`src/rtl/dmem_arbiter.sv`:
```
// dmem_arbiter: zero-fills the data RAM after reset, then shares its single
// port between the CPU data port and a debug/loader port with round-robin
// priority on contention.
module dmem_arbiter #(
    parameter int unsigned ADDR_W         = 8,
    parameter int unsigned DATA_W         = 32,
    parameter bit          CLEAR_ON_RESET = 1'b1
) (
    input  logic              clk,
    input  logic              rst,

    // CPU data port
    input  logic              cpu_req,
    input  logic              cpu_we,
    input  logic [31:0]       cpu_addr,
    input  logic [DATA_W-1:0] cpu_wdata,
    output logic [DATA_W-1:0] cpu_rdata,
    output logic              cpu_stall,

    // debug / loader port
    input  logic              dbg_req,
    input  logic              dbg_we,
    input  logic [ADDR_W-1:0] dbg_addr,
    input  logic [DATA_W-1:0] dbg_wdata,
    output logic [DATA_W-1:0] dbg_rdata,
    output logic              dbg_ack,

    // RAM port
    output logic              mem_we,
    output logic [ADDR_W-1:0] mem_a,
    output logic [DATA_W-1:0] mem_d,
    input  logic [DATA_W-1:0] mem_spo,

    output logic              busy_clear
);

    typedef enum logic {
        ST_CLEAR = 1'b0,
        ST_RUN   = 1'b1
    } state_t;

    localparam state_t            RESET_STATE = CLEAR_ON_RESET ? ST_CLEAR : ST_RUN;
    localparam logic [ADDR_W-1:0] CNT_LAST    = '1;

    state_t              state_q, state_d;
    logic [ADDR_W-1:0]   clr_cnt_q, clr_cnt_d;
    logic                prio_q, prio_d;
    logic                dbg_ack_q, dbg_ack_d;
    logic [DATA_W-1:0]   dbg_rdata_q, dbg_rdata_d;

    logic                dbg_live;
    logic                cpu_grant;
    logic                dbg_grant;

    // Only the word index of the CPU address reaches the RAM.
    logic unused_addr_bits;
    assign unused_addr_bits = ^cpu_addr[31:ADDR_W];

    // State, clear counter, priority pointer and debug response registers.
    always_ff @(posedge clk or posedge rst) begin
        if (rst) begin
            state_q     <= RESET_STATE;
            clr_cnt_q   <= '0;
            prio_q      <= 1'b0;
            dbg_ack_q   <= 1'b0;
            dbg_rdata_q <= '0;
        end else begin
            state_q     <= state_d;
            clr_cnt_q   <= clr_cnt_d;
            prio_q      <= prio_d;
            dbg_ack_q   <= dbg_ack_d;
            dbg_rdata_q <= dbg_rdata_d;
        end
    end

    // Next-state, arbitration and RAM port steering.
    always_comb begin
        state_d     = state_q;
        clr_cnt_d   = clr_cnt_q;
        prio_d      = prio_q;
        dbg_ack_d   = 1'b0;
        dbg_rdata_d = dbg_rdata_q;
        dbg_live    = 1'b0;
        cpu_grant   = 1'b0;
        dbg_grant   = 1'b0;
        mem_we      = 1'b0;
        mem_a       = '0;
        mem_d       = '0;

        case (state_q)
            ST_CLEAR: begin
                mem_we    = 1'b1;
                mem_a     = clr_cnt_q;
                clr_cnt_d = clr_cnt_q + ADDR_W'(1);
                if (clr_cnt_q == CNT_LAST) begin
                    state_d = ST_RUN;
                end
            end

            ST_RUN: begin
                // A request still high during its own ack cycle is stale.
                dbg_live = dbg_req & ~dbg_ack_q;

                if (cpu_req && dbg_live) begin
                    // Contested: pointer holder wins, pointer passes to loser.
                    cpu_grant = ~prio_q;
                    dbg_grant = prio_q;
                    prio_d    = ~prio_q;
                end else begin
                    cpu_grant = cpu_req;
                    dbg_grant = dbg_live;
                end

                if (cpu_grant) begin
                    mem_we = cpu_we;
                    mem_a  = cpu_addr[ADDR_W-1:0];
                    mem_d  = cpu_wdata;
                end else if (dbg_grant) begin
                    mem_we      = dbg_we;
                    mem_a       = dbg_addr;
                    mem_d       = dbg_wdata;
                    dbg_ack_d   = 1'b1;
                    dbg_rdata_d = mem_spo;
                end
            end

            default: begin
                state_d = RESET_STATE;
            end
        endcase

        cpu_stall = cpu_req & ~cpu_grant;

        // No RAM write may slip through while reset is held.
        if (rst) begin
            mem_we = 1'b0;
        end
    end

    assign cpu_rdata  = mem_spo;
    assign dbg_rdata  = dbg_rdata_q;
    assign dbg_ack    = dbg_ack_q;
    assign busy_clear = (state_q == ST_CLEAR);

endmodule

```
`config.mk`:
```
export PLATFORM = sky130hd
export DESIGN_NAME = dmem_arbiter
export DESIGN_NICKNAME = d
export VERILOG_FILES = /design/src/rtl/dmem_arbiter.sv
export SDC_FILE = /design/constraint.sdc
export NUM_CORES = 1
export LEC_CHECK = 0
export CAP_MARGIN = 20
export CORE_MARGIN = 8
export CORE_UTILIZATION = 30
export CTS_CLUSTER_SIZE = 12
export DETAILED_ROUTE_END_ITERATION = 6
export PLACE_DENSITY_LB_ADDON = 0.08
export SYNTH_ARGS = -nofsm -noshare
export SYNTH_HDL_FRONTEND = slang
export SYNTH_SLANG_ARGS = --single-unit
```
`constraint.sdc`:
```
create_clock -name clk -period 2.4 [get_ports clk]
set_clock_uncertainty 0.2 [all_clocks]
set_input_delay 0.48 -clock clk [delete_from_list [all_inputs] [get_ports clk]]
set_output_delay 0.48 -clock clk [all_outputs]
set_load 0.1 [all_outputs]
```
==> results.tsv <==
metric	value	unit
status	finished, violations left	
failing checks	setup timing	
count of cell types in the netlist	29	
final WL	11800	um
final slew viol count	0	
clock insertion delay at the later pin of the skew report	0.29	ns
Seq cells post-synth	43	
slew margin rel.	80.6	%
I/O Buffers	225	
syn nets	348	
placer's final routability congestion estimate	0.762	
count leader, synth	dfrtp_1	
Final HPWL DP	9550	um
yosys warns	0	
# diodes	0	
Antenna Nets Post-Route	0	
Synth async-reset ratio	100	%
CTS Hold Bufs	0	
CTS tree	done	
Final setup viols	41	
dpl ws	-0.383	ns
Row Count	34	
post-synthesis area per instance	12.6	um^2
Clock Sinks	43	
Die Ht	109	um
Inst Count DP	509	
CTS Root Cell	clkbuf_8	
Die Wd	109	um
vias per cell	4.79	
CP arrival	1.89	ns
final cell count without fillers	541	
first-pass GRT wire length	17100	um
required time of the critical path	1.72	ns
DRT iter0 DRCs	72	
Residual DRC	0	
CTS buffer count	5	
Final Hold Fails	0	
core box area	0.00855	mm^2
Setup CP Type	flip-flop to output port	
nets	575	
Detailed Routing Iterations Pass 1	5	
Post-synth top cells	43 x dfrtp_1, 32 x a22o_1, 32 x buf_4	
Seq/Total Area, Yosys	41.7	%
grt ovf	0	
top cell type's share of synthesized area	41.7	%
number of synthesized flops with an enable pin	0	
area leader, netlist	dfrtp_1	
layout cell share with drive strength beyond 1	56.1	%
final period utilization	107	%
# IOs	250	
Tot GR Track Use	18.8	%
vias post-DR	2589	
DR WL/cell	21.9	um
vias in the first global route	3043	
setup TNS	-5.20	ns
pwr dens	300	mW/mm^2
CP Max Fanout	4	
CP Capture Type	output port	
top post-synthesis cells by area	dfrtp_1 42%, mux2_4 17%, a22o_1 11%	
Longest Clk Path Bufs	2	
type of the tightest min-delay check	flip-flop to flip-flop	
Worst Max-Slew Pin Slew	0.291	ns
clk slew on worst S/H paths	0.08	ns
Max VDD drop	0.257	mV
overall power	1910	uW
Area Growth Syn to Fin	146	%
setup repair after global routing missed its margin	yes	
mapped cell area	0.00258	mm^2
CTS H-tree depth	2	
largest net degree at the start of global routing	44	
post-route setup slack	-0.171	ns
Post-DP Area	0.00586	mm^2
cell area after layout	0.00636	mm^2
initial antenna violation count	0	
Total Die Area	0.0118	mm^2
static leakage	0.00292	uW
FILL cells	545	
Post-Synthesis Cells	205	
number of max-cap violations	0	
Period minus WS final	2.57	ns
FMAX	389	MHz
initial core utilization	30.2	%
ys flop type	dfrtp_1	
crit path launch type	flip-flop	
[per-stage QoR]
stage / hold slack [ns] / utilization (%)
after CTS: 0.316 / 73.7
after floorplan: 0.261 / -
final: 0.315 / 74.3
after global routing: 0.340 / 74.3
after global placement: 0.293 / 68.6
after detailed placement: 0.290 / 68.6
[final cells by class]
cell class / instances / area, um^2 / area share (%)
timing repair buffer: 266 / 3450 / 54.2
clock buffer: 5 / 68.8 / 1.08
sequential: 43 / 1080 / 17.0
clock inverter: 3 / 43.8 / 0.689
tap: 108 / 135 / 2.13
inverter: 2 / 7.51 / 0.118
multi-input combinational: 114 / 1580 / 24.8
[kinds of logic after synthesis]
family,Yosys count,share of synthesized area [%]
and+or+nand+nor,27,7.95
DFF,43,41.7
adders and majority gates,1,0.484
muxes,33,18.7
xor gates and xnor gates,8,2.71
AOI/OAI and AO/OA,44,14.8
buffers and inverters,49,13.6
[registers in the layout (all words and copies together) (netlist names)]
register	count
clr_cnt_q	8
dbg_ack	1
dbg_rdata	32
prio_q	1
state_q	1
[layer usage]
metal / vias to the layer above / GRT usage, % / wire length [um]
li1: 1190 / - / -
met5: - / 0 / 0
met4: 0 / 3.71 / 78
met1: 1267 / 17.4 / 3600
met2: 128 / 35.8 / 6730
met3: 4 / 9.87 / 1420
[placed cells by master (no fill, tap or decap), drive strengths merged, types with 2 or more instances in the layout]
master         synthesis  layout
a221o                  7       7
inv                    2       2
buf                   45     148
nor2b                  3       3
a22o                  32      32
a31oi                  2       2
nand4                  2       2
clkinv                 0       2
clkbuf                 2       6
a21oi                  2       2
nand2                  2       2
and4b                  7       7
nand3                  4       4
dfrtp                 43      43
nor2                   2       2
and3                   2       3
mux2                  33      33
xnor2                  8       8
nand3b                 2       2
clkdlybuf4s50          0     115
[critical path, stage by stage, from the launching register on]
cell     delay, ns
dfrtp_4       0.50
and3b_2       0.27
buf_6         0.12
and4b_1       0.19
a221o_4       0.34
buf_12        0.17
[power by group]
group	total, uW	internal, uW	switching [uW]
clock	562	310	252
combinational	623	296	328
sequential	724	724	0
[path summary, 6_finish.rpt]
| kind | from | end | slack, ns | cells past startpoint |
|---|---|---|---|---|
| max | dbg_ack | mem_a[2] | -0.17 | 5 |
| min | dbg_rdata[12] | dbg_rdata[12] | 0.31 | 1 |
| max reg2reg | dbg_ack | dbg_rdata[23] | 0.19 | 7 |
| min reg2reg | dbg_rdata[12] | dbg_rdata[12] | 0.31 | 1 |
| max in group asynchronous | rst | dbg_ack | 1.36 | 3 |
| min in group asynchronous | rst | dbg_ack | 0.43 | 3 |
[repair_timing]
action,CTS,global route
hold endpoints to repair,0,0
setup endpoints to repair,42,42
setup buffers,17,0
pin swaps,5,0
cloned,5,2
resized for setup,18,5
Power figures use the tool's default switching activity.
